$ cat src/rtl/video_rx_pkg.sv
// video_rx_pkg: shared FSM state type, measurement width and small helpers
// for the video window capture block.
package video_rx_pkg;

    localparam int MEAS_W = 12;

    typedef enum logic [1:0] {SEARCH, ARMED, LINE, HBLANK} vrx_state_e;

    // Bits needed to hold every value in 0..value, never less than one.
    function automatic int ceil_log2(input int value);
        int bits;
        bits = 1;
        for (int i = 1; i < 31; i++) bits = ((value >> i) != 0) ? i + 1 : bits;
        return bits;
    endfunction

    function automatic int decim_shift(input int decim);
        return (decim == 4) ? 2 : (decim == 2) ? 1 : 0;
    endfunction

    function automatic logic [MEAS_W-1:0] sat_inc(input logic [MEAS_W-1:0] value);
        return (&value) ? value : value + MEAS_W'(1);
    endfunction

endpackage

$ cat src/rtl/sync_edge_detect.sv
// sync_edge_detect: registers vsync/active and flags their edges; edges are
// suppressed for the first cycle after reset so an idle-high vsync is not a toggle.
module sync_edge_detect (
    input  logic vid_clk,
    input  logic reset_n,
    input  logic vsync,
    input  logic active,
    output logic vs_toggle,
    output logic act_rise,
    output logic act_fall
);

    logic vs_q, act_q, primed_q;

    always_ff @(posedge vid_clk or negedge reset_n) begin
        if (!reset_n) begin
            vs_q     <= 1'b0;
            act_q    <= 1'b0;
            primed_q <= 1'b0;
        end else begin
            vs_q     <= vsync;
            act_q    <= active;
            primed_q <= 1'b1;
        end
    end

    assign vs_toggle = primed_q & (vsync ^ vs_q);
    assign act_rise  = primed_q & active & ~act_q;
    assign act_fall  = primed_q & ~active & act_q;

endmodule

$ cat src/rtl/video_window_capture.sv
// video_window_capture: crops and decimates a DE-framed video stream into a fixed
// window, and measures incoming frame geometry to decide lock.
module video_window_capture
    import video_rx_pkg::*;
#(
    parameter int H_RES_PIX      = 640,
    parameter int V_RES_PIX      = 480,
    parameter int H_START        = 0,
    parameter int V_START        = 0,
    parameter int H_DECIM        = 1,
    parameter int V_DECIM        = 1,
    parameter int BITS_PER_PIXEL = 24,
    parameter int LOCK_FRAMES    = 2,
    localparam int HW = ceil_log2(H_RES_PIX / H_DECIM - 1),
    localparam int VW = ceil_log2(V_RES_PIX / V_DECIM - 1)
) (
    input  logic                      vid_clk,
    input  logic                      reset_n,
    input  logic                      vsync,
    input  logic                      active,
    input  logic [BITS_PER_PIXEL-1:0] pixel_in,
    output logic                      data_en,
    output logic [BITS_PER_PIXEL-1:0] pixel_out,
    output logic [HW-1:0]             h_pos,
    output logic [VW-1:0]             v_pos,
    output logic                      line_ready,
    output logic                      frame_ready,
    output logic [MEAS_W-1:0]         meas_width,
    output logic [MEAS_W-1:0]         meas_height,
    output logic                      locked,
    output logic [15:0]               frame_cnt
);

    localparam int LW = ceil_log2(LOCK_FRAMES);
    localparam int H_SH = decim_shift(H_DECIM);
    localparam int V_SH = decim_shift(V_DECIM);
    localparam logic [MEAS_W-1:0] H_START_C = MEAS_W'(H_START);
    localparam logic [MEAS_W-1:0] V_START_C = MEAS_W'(V_START);
    localparam logic [MEAS_W-1:0] H_RES_C   = MEAS_W'(H_RES_PIX);
    localparam logic [MEAS_W-1:0] V_RES_C   = MEAS_W'(V_RES_PIX);
    localparam logic [MEAS_W-1:0] H_END_C   = MEAS_W'(H_START + H_RES_PIX);
    localparam logic [MEAS_W-1:0] V_END_C   = MEAS_W'(V_START + V_RES_PIX);
    localparam logic [MEAS_W-1:0] H_MASK    = MEAS_W'(H_DECIM - 1);
    localparam logic [MEAS_W-1:0] V_MASK    = MEAS_W'(V_DECIM - 1);
    localparam logic [HW-1:0]     LAST_COL  = HW'(H_RES_PIX / H_DECIM - 1);
    localparam logic [VW-1:0]     LAST_ROW  = VW'(V_RES_PIX / V_DECIM - 1);
    localparam logic [LW-1:0]     LOCK_C    = LW'(LOCK_FRAMES);

    vrx_state_e state_q, state_d, state_eff;
    logic vs_toggle, act_rise, act_fall;
    logic [MEAS_W-1:0] pix_cnt_q, pix_cnt_d, line_q, line_d;
    logic [MEAS_W-1:0] pix_idx, hx, vy, meas_h_d;
    logic pix_vld, win, load, good;
    logic data_en_q, line_ready_q, frame_ready_q, locked_q;
    logic [BITS_PER_PIXEL-1:0] pixel_q;
    logic [HW-1:0] h_pos_q;
    logic [VW-1:0] v_pos_q;
    logic [MEAS_W-1:0] meas_w_q, meas_h_q;
    logic [LW-1:0] lock_cnt_q, lock_cnt_d;
    logic [15:0] frame_cnt_q;

    sync_edge_detect u_edge (
        .vid_clk   (vid_clk),
        .reset_n   (reset_n),
        .vsync     (vsync),
        .active    (active),
        .vs_toggle (vs_toggle),
        .act_rise  (act_rise),
        .act_fall  (act_fall)
    );

    // A toggle is applied before any active edge seen in the same cycle.
    always_comb begin
        state_eff = vs_toggle ? ARMED : state_q;
        state_d   = state_eff;
        pix_cnt_d = pix_cnt_q;
        line_d    = line_q;
        pix_vld   = 1'b0;
        if (act_rise && (state_eff == ARMED || state_eff == HBLANK)) begin
            state_d   = LINE;
            pix_cnt_d = MEAS_W'(1);
            line_d    = (state_eff == ARMED) ? '0 : sat_inc(line_q);
            pix_vld   = 1'b1;
        end else if (state_eff == LINE && act_fall) begin
            state_d = HBLANK;
        end else if (state_eff == LINE && active) begin
            pix_cnt_d = sat_inc(pix_cnt_q);
            pix_vld   = 1'b1;
        end
    end

    // Offsets wrap below the start, so a single unsigned compare bounds both ends.
    assign pix_idx    = (state_eff == LINE) ? pix_cnt_q : '0;
    assign hx         = pix_idx - H_START_C;
    assign vy         = line_d - V_START_C;
    assign win        = pix_vld && (hx < H_RES_C) && (vy < V_RES_C) &&
                        ((hx & H_MASK) == '0) && ((vy & V_MASK) == '0);
    assign load       = vs_toggle && (state_q == LINE || state_q == HBLANK);
    assign meas_h_d   = sat_inc(line_q);
    assign good       = (pix_cnt_q >= H_END_C) && (meas_h_d >= V_END_C);
    assign lock_cnt_d = !good ? '0 : (lock_cnt_q == LOCK_C) ? lock_cnt_q : lock_cnt_q + LW'(1);

    always_ff @(posedge vid_clk or negedge reset_n) begin
        if (!reset_n) begin
            state_q       <= SEARCH;
            pix_cnt_q     <= '0;
            line_q        <= '0;
            data_en_q     <= 1'b0;
            pixel_q       <= '0;
            h_pos_q       <= '0;
            v_pos_q       <= '0;
            line_ready_q  <= 1'b0;
            frame_ready_q <= 1'b0;
            meas_w_q      <= '0;
            meas_h_q      <= '0;
            lock_cnt_q    <= '0;
            locked_q      <= 1'b0;
            frame_cnt_q   <= '0;
        end else begin
            state_q       <= state_d;
            pix_cnt_q     <= pix_cnt_d;
            line_q        <= line_d;
            data_en_q     <= win;
            if (win) begin
                pixel_q <= pixel_in;
                h_pos_q <= HW'(hx >> H_SH);
                v_pos_q <= VW'(vy >> V_SH);
            end
            line_ready_q  <= data_en_q && (h_pos_q == LAST_COL);
            frame_ready_q <= data_en_q && (h_pos_q == LAST_COL) && (v_pos_q == LAST_ROW);
            if (load) begin
                meas_w_q    <= pix_cnt_q;
                meas_h_q    <= meas_h_d;
                lock_cnt_q  <= lock_cnt_d;
                locked_q    <= (lock_cnt_d == LOCK_C);
                frame_cnt_q <= frame_cnt_q + 16'd1;
            end
        end
    end

    assign data_en     = data_en_q;
    assign pixel_out   = pixel_q;
    assign h_pos       = h_pos_q;
    assign v_pos       = v_pos_q;
    assign line_ready  = line_ready_q;
    assign frame_ready = frame_ready_q;
    assign meas_width  = meas_w_q;
    assign meas_height = meas_h_q;
    assign locked      = locked_q;
    assign frame_cnt   = frame_cnt_q;

endmodule
$ cat config.mk
export PLATFORM = sky130hd
export DESIGN_NAME = video_window_capture
export DESIGN_NICKNAME = d
export VERILOG_FILES = /design/src/rtl/video_rx_pkg.sv /design/src/rtl/sync_edge_detect.sv /design/src/rtl/video_window_capture.sv
export SDC_FILE = /design/constraint.sdc
export NUM_CORES = 1
export LEC_CHECK = 0
export ABC_CLOCK_PERIOD_IN_PS = 4000
export CAP_MARGIN = 10
export CORE_UTILIZATION = 40
export DETAILED_ROUTE_END_ITERATION = 8
export PLACE_DENSITY = 0.65
export SYNTH_ARGS = -nofsm -noshare
export SYNTH_HDL_FRONTEND = slang
export SYNTH_HIERARCHICAL = 1
export SYNTH_SLANG_ARGS = --single-unit
$ cat constraint.sdc
create_clock -name vid_clk -period 4 [get_ports vid_clk]
set_clock_uncertainty 0.05 [all_clocks]
set_input_delay 0.4 -clock vid_clk [delete_from_list [all_inputs] [get_ports vid_clk]]
set_output_delay 0.4 -clock vid_clk [all_outputs]
set_load 0.02 [all_outputs]
==> impl_metrics.json, run 1 <==
{
  "yosysWarnings": 6,
  "via_per_inst": 5.107,
  "cell_family_contributing_the_most_delay_on_the_critical_path": "compound AO/OA/AOI/OAI gates",
  "insertion_delay_ns": 0.41,
  "final_max_slew_viol_count": 0,
  "grt_pass1_vias": 4279,
  "grt_setup_unrepaired": "false",
  "min_period_over_period_pct": 82.31,
  "critical_path_buf_inv_count": 3,
  "grt_usage_pct": 19.70,
  "endpoint_kind": "register",
  "run_status": "finished, final reports clean",
  "critical_path.max_fanout": 30,
  "seq_area_frac_synth_pct": 54.87,
  "post_cts_resize_count": 0,
  "ys_ff_latch": 118,
  "synth_top_flop_cell": "sky130_fd_sc_hd__dfrtp_1",
  "final_instance_area_mm2": 0.007340,
  "cts.root.buffer_cell": "sky130_fd_sc_hd__clkbuf_16",
  "timing.hold.worst.class": "primary input to async pin",
  "postLayoutCoreUtil_pct": 55.64,
  "vdd_ir_drop_max_uv": 335.7,
  "layout_common_cells": "sky130_fd_sc_hd__dfrtp_1, sky130_fd_sc_hd__clkdlybuf4s50_1, sky130_fd_sc_hd__nand2_1",
  "start_util_pct": 40.80,
  "multiInputGateArea_mm2": 0.002213,
  "synthArstFlopShare_pct": 100.0,
  "core_region_area_mm2": 0.01319,
  "n_fill_cell": 1142,
  "maxClockFrequency_mhz": 303.7,
  "slew_headroom_pct": 38.65,
  "route.final.wire_length_um": 12670,
  "boundaryPins": 115,
  "avgSynthCellArea_um2": 10.66,
  "register_area_mm2": 0.002953,
  "port_buffers": 114,
  "synthesis.area_mm2": 0.005381,
  "cts_hold_buf": 0,
  "cts_tree": "done",
  "clkSinkCount": 118,
  "cts-root-to-sink-buffers": 2,
  "max_slew.worst_pin.slew_ns": 0.9203,
  "cts-buffers-inserted": 17,
  "avgRoutedWirePerCell_um": 15.62,
  "first_pass_grt_wire_length_um": 21530,
  "timing.final.setup_violations": 0,
  "syn_inst": 505,
  "post-route-min-period_ns": 3.293,
  "timing.critical_path.from_type": "primary input",
  "dp_hpwl_um": 9014,
  "drt_first_iter_violations": 284,
  "power_density_mw_per_mm2": 569.6,
  "met3_wire_length_um": 571,
  "ant_nets": 0,
  "critPathRequiredTime_ns": 4.23,
  "cp_slowest_cell": "sky130_fd_sc_hd__o21ai_0",
  "layout-drive-gt1-share_pct": 11.50,
  "post_cts.repair.setup_buffers": 0,
  "die_h_um": 118.0,
  "gr-total-overflow": 0,
  "detail_route.wirelength.met1_um": 5689,
  "timing_hold_violations_final": 0,
  "htreeDepth": 4,
  "cp_cell_sequence": "clkdlybuf4s50_1, xor2_1, and2_1, o21ai_0, buf_4, nor3_1, a211oi_1, a21boi_2, a211oi_4, buf_12, mux2_1",
  "top_signal_layer_used": "met4",
  "gp_congestion": 0.8937,
  "antenna_fix_cells": 0,
  "finalNonFillerCells": 811,
  "die_area_mm2": 0.01392,
  "maxCapViolations": 0,
  "p_leak_nw": 3.114,
  "number_of_drc_violations_after_detailed_routing": 0,
  "first_pass_iters": 4,
  "post_dp_cell_area_mm2": 0.006688,
  "clk_pin_slew_worst_paths_ns": 0.05,
  "syn_nets": 538,
  "area_growth_pct": 36.39,
  "setup_total_negative_slack_ns": 0,
  "synth_edf_count": 0,
  "cp.arrival_ns": 3.53,
  "netlist-cell-type-count": 56,
  "final.hold.worst_slack_ns": 0.07569,
  "most_frequent_standard_cell_in_the_layout_excluding_fill_and_tap_cells": "sky130_fd_sc_hd__dfrtp_1",
  "die_w_um": 118.0,
  "wl_met2_um": 6253,
  "criticalPathCategory": "primary input to register",
  "grt_start_max_net_pins": 74,
  "num_rows": 42,
  "place.detailed.instances": 778,
  "num_vias": 4142,
  "num-nets-final": 655,
  "critical_path.max_stage_delay_ns": 0.67,
  "antenna_found_initial": 1
}
==> through the flow <==
step	setup WS, ns	total power [mW]
finish	0.7075	4.181
CTS	0.7843	4.223
global route	0.5875	4.380
global placement	0.5040	2.554
detailed placement	0.3542	2.572
floorplan	1.242	2.052
==> metal layers <==
metal / track usage, % / vias to the layer above
li1: - / 1999
met1: 24.91 / 2022
met2: 32.39 / 108
met3: 5.572 / 13
met4: 6.490 / 0
met5: 0 / -
==> path summary, 6_finish.rpt <==
kind	startpoint	to	slack, ns	depth (start not counted)
max	vsync	pixel_out[13]	0.71	11
max reg2reg	u_edge/vs_q	pixel_out[13]	0.77	10
max in group asynchronous	reset_n	pixel_out[7]	2.89	2
min in group vid_clk	frame_cnt[15]	frame_cnt[15]	0.42	1
min	reset_n	pix_cnt_q[4]	0.08	1
min reg2reg	frame_cnt[15]	frame_cnt[15]	0.42	1
==> Yosys cell counts (all sizes together) (4+ instances only) <==
library cell / n / area (um2)
ha: 5 / 62.56
xor2: 8 / 70.07
mux2: 29 / 326.6
o22a: 4 / 35.03
nand3: 21 / 105.1
dfrtp: 118 / 2953
nor3: 10 / 50.05
o21ai: 25 / 125.1
mux2i: 12 / 120.1
nor2: 22 / 82.58
o31ai: 7 / 52.55
and2: 4 / 25.03
a31oi: 5 / 31.28
and3: 8 / 50.05
clkbuf: 14 / 53.80
nand2: 78 / 292.8
buf: 13 / 86.33
or3: 5 / 31.28
a211oi: 6 / 57.56
and4: 5 / 43.79
a21oi: 16 / 80.08
nor2b: 4 / 25.02
xnor2: 21 / 183.9
inv: 20 / 75.07
nand4: 10 / 68.81
==> layout make-up <==
| cell class | count | share of cell area (%) |
|---|---|---|
| Inverter | 20 | 1.023 |
| Sequential cell | 118 | 40.23 |
| Clock buffer | 25 | 6.887 |
| Multi-Input combinational cell | 340 | 30.16 |
| Tap cell | 176 | 3.000 |
| Clock inverter | 7 | 1.892 |
| Timing Repair Buffer | 125 | 16.81 |
==> cells by family (layout without fill, tap and decap cells) <==
group                      count (synthesis)  in the layout  share of synthesized area, %
other                                      1              1                       0.06968
DFF                                      118            118                         54.87
adders and majority gates                  5              5                         1.163
AOI/OAI and AO/OA                         84             84                         10.37
and+or+nand+nor                          180            180                         16.51
buffers and inverters                     47            177                         3.999
muxes                                     41             41                         8.300
xor gates and xnor gates                  29             29                         4.720
==> state kept, by name, indices dropped and copies added, names as in the netlist <==
register,cells
pix_cnt_q,12
line_q,12
meas_height,12
frame_cnt,16
u_edge/vs_q,1
data_en,1
pixel_out,24
lock_cnt_q,2
v_pos,9
state_q,2
meas_width,12
h_pos,10
u_edge/act_q,1
line_ready,1
u_edge/primed_q,1
locked,1
frame_ready,1
==> power by group <==
part | switching (mW) | total, mW | internal (mW)
sequential | 0.166 | 1.57 | 1.40
combinational | 0.485 | 0.978 | 0.494
clock | 0.509 | 1.63 | 1.13
total | 1.16 | 4.18 | 3.02
==> worst register-to-register path: cells and delay by family, from the launching register on <==
| kind | cells | cell delay, ns |
|---|---|---|
| compound gates | 4 | 1.47 |
| buf+inv | 2 | 0.46 |
| xor+xnor | 1 | 0.15 |
| simple gates | 2 | 0.28 |
| flops | 1 | 0.37 |
| mux | 1 | 0.33 |
(Power assumes the default switching activity.)
==> inputs of run 2 (changes only) <==
--- a/config.mk
+++ b/config.mk
@@ -5,11 +5,11 @@
 export SDC_FILE = /design/constraint.sdc
 export NUM_CORES = 1
 export LEC_CHECK = 0
-export ABC_CLOCK_PERIOD_IN_PS = 4000
+export ABC_CLOCK_PERIOD_IN_PS = 2800
 export CAP_MARGIN = 10
 export CORE_UTILIZATION = 40
 export DETAILED_ROUTE_END_ITERATION = 8
-export PLACE_DENSITY = 0.65
+export PLACE_DENSITY = 0.68
 export SYNTH_ARGS = -nofsm -noshare
 export SYNTH_HDL_FRONTEND = slang
 export SYNTH_HIERARCHICAL = 1
==> constraint.sdc (replaced) <==
create_clock -name vid_clk -period 2.8 [get_ports vid_clk]
set_clock_uncertainty 0.05 [all_clocks]
set_input_delay 0.28 -clock vid_clk [delete_from_list [all_inputs] [get_ports vid_clk]]
set_output_delay 0.28 -clock vid_clk [all_outputs]
set_load 0.02 [all_outputs]
==> impl_metrics.json, run 2 (synthesized netlist as in run 1, its figures left out) <==
{
  "run_status": "finished, final reports clean",
  "endpoint_kind": "register",
  "wl_met2_um": 6273,
  "cp_cell_sequence": "xor2_1, and2_1, buf_4, and4b_1, a311o_1, a41o_1, a211oi_4, buf_12, mux2_2",
  "cp_slowest_cell": "sky130_fd_sc_hd__dfrtp_1",
  "first_pass_iters": 4,
  "gp_congestion": 0.8759,
  "clkSinkCount": 118,
  "timing_hold_violations_final": 0,
  "power_density_mw_per_mm2": 759.1,
  "critPathRequiredTime_ns": 3.04,
  "insertion_delay_ns": 0.41,
  "critical_path.max_fanout": 30,
  "die_area_mm2": 0.01392,
  "port_buffers": 114,
  "post-route-min-period_ns": 2.734,
  "timing.final.setup_violations": 0,
  "final_max_slew_viol_count": 0,
  "layout-drive-gt1-share_pct": 16.14,
  "timing.critical_path.from_type": "register",
  "maxCapViolations": 0,
  "grt_start_max_net_pins": 46,
  "largest_register_ffs": 24,
  "grt_usage_pct": 19.75,
  "p_leak_nw": 3.264,
  "max_slew.worst_pin.slew_ns": 0.8876,
  "detail_route.wirelength.met1_um": 5879,
  "cts-root-to-sink-buffers": 2,
  "timing.hold.worst.class": "primary input to register",
  "finalNonFillerCells": 845,
  "avgRoutedWirePerCell_um": 15.40,
  "dp_hpwl_um": 9387,
  "number_of_drc_violations_after_detailed_routing": 0,
  "die_h_um": 118.0,
  "ant_nets": 0,
  "cts.root.buffer_cell": "sky130_fd_sc_hd__clkbuf_16",
  "first_pass_grt_wire_length_um": 21430,
  "grt_pass1_vias": 4356,
  "top_signal_layer_used": "met4",
  "most_frequent_standard_cell_in_the_layout_excluding_fill_and_tap_cells": "sky130_fd_sc_hd__dfrtp_1",
  "antenna_fix_cells": 0,
  "num_rows": 42,
  "htreeDepth": 4,
  "gr-total-overflow": 0,
  "criticalPathCategory": "register to register",
  "via_per_inst": 5.099,
  "area_growth_pct": 40.71,
  "vdd_ir_drop_max_uv": 609.8,
  "core_region_area_mm2": 0.01319,
  "cell_family_contributing_the_most_delay_on_the_critical_path": "compound AO/OA/AOI/OAI gates",
  "min_period_over_period_pct": 97.65,
  "clk_pin_slew_worst_paths_ns": 0.05,
  "met3_wire_length_um": 586,
  "final.hold.worst_slack_ns": 0.3205,
  "critical_path_buf_inv_count": 2,
  "postLayoutCoreUtil_pct": 57.41,
  "route.final.wire_length_um": 13010,
  "start_util_pct": 40.80,
  "num-nets-final": 692,
  "num_vias": 4309,
  "boundaryPins": 115,
  "slew_headroom_pct": 39.99,
  "grt_setup_unrepaired": "true",
  "place.detailed.instances": 814,
  "n_fill_cell": 1156,
  "maxClockFrequency_mhz": 365.7,
  "critical_path.max_stage_delay_ns": 0.38,
  "cts_tree": "done",
  "cp.arrival_ns": 2.97,
  "drt_first_iter_violations": 238,
  "antenna_found_initial": 0,
  "layout_common_cells": "sky130_fd_sc_hd__dfrtp_1, sky130_fd_sc_hd__clkdlybuf4s50_1, sky130_fd_sc_hd__nand2_1",
  "die_w_um": 118.0,
  "cts-buffers-inserted": 17
}
## run 2: routing by layer
metal | up-vias | global-route usage (%)
met5 | - | 0
met4 | 0 | 7.692
met2 | 124 | 32.17
li1 | 2062 | -
met3 | 24 | 5.378
met1 | 2099 | 24.94
## run 2: power breakdown
group / internal [mW] / switching, mW / total [mW]
clock network: 1.39 / 0.706 / 2.09
logic: 0.724 / 0.705 / 1.43
registers: 2.00 / 0.222 / 2.23
## run 2: layout make-up
type                            count  area [um2]  share of cell area [%]
Multi-Input combinational cell    340        2231                   29.46
Clock buffer                       26       499.2                   6.593
Tap cell                          176       220.2                   2.908
Timing Repair Buffer              162        1526                   20.16
Inverter                           20       75.07                  0.9914
Clock inverter                      3       67.56                  0.8923
Sequential cell                   118        2953                   39.00
## run 2: final timing paths
| check | start | to | slack (ns) | cells after the start |
|---|---|---|---|---|
| max | u_edge/vs_q | pixel_out[7] | 0.07 | 9 |
| max in group asynchronous | reset_n | u_edge/primed_q | 1.48 | 3 |
| min reg2reg | frame_cnt[15] | frame_cnt[15] | 0.42 | 1 |
| min | vsync | u_edge/vs_q | 0.32 | 1 |
| max reg2reg | u_edge/vs_q | pixel_out[7] | 0.07 | 9 |
| min in group asynchronous | reset_n | h_pos[7] | 0.37 | 2 |
## run 2: stage by stage
step / total power, mW / setup TNS, ns / worst slack, ns / area (um2)
floorplan: 2.931 / 0 / 0.06685 / 5381
global placement: 3.652 / -9.760 / -0.2816 / 6970
detailed placement: 3.684 / -11.74 / -0.3358 / 6970
CTS: 5.813 / 0 / 0.002056 / 7547
global route: 6.011 / -0.1678 / -0.01953 / 7572
finish: 5.748 / 0 / 0.06581 / 7572
## run 2: what timing repair did
action | in CTS | in global routing
setup buffers | 0 | 1
hold endpoints to repair | 43 | 0
gates resized for setup | 0 | 5
endpoints found under the setup margin | 0 | 30
hold buffers | 1 | 0
==> inputs of run 3 (changes only) <==
--- a/config.mk
+++ b/config.mk
@@ -6,7 +6,7 @@
 export NUM_CORES = 1
 export LEC_CHECK = 0
 export ABC_CLOCK_PERIOD_IN_PS = 2800
-export CAP_MARGIN = 10
+export CAP_MARGIN = 20
 export CORE_UTILIZATION = 40
 export DETAILED_ROUTE_END_ITERATION = 8
 export PLACE_DENSITY = 0.68
==> results of run 3 <==
The final DEF is identical to that of run 2; final timing and power are the same.
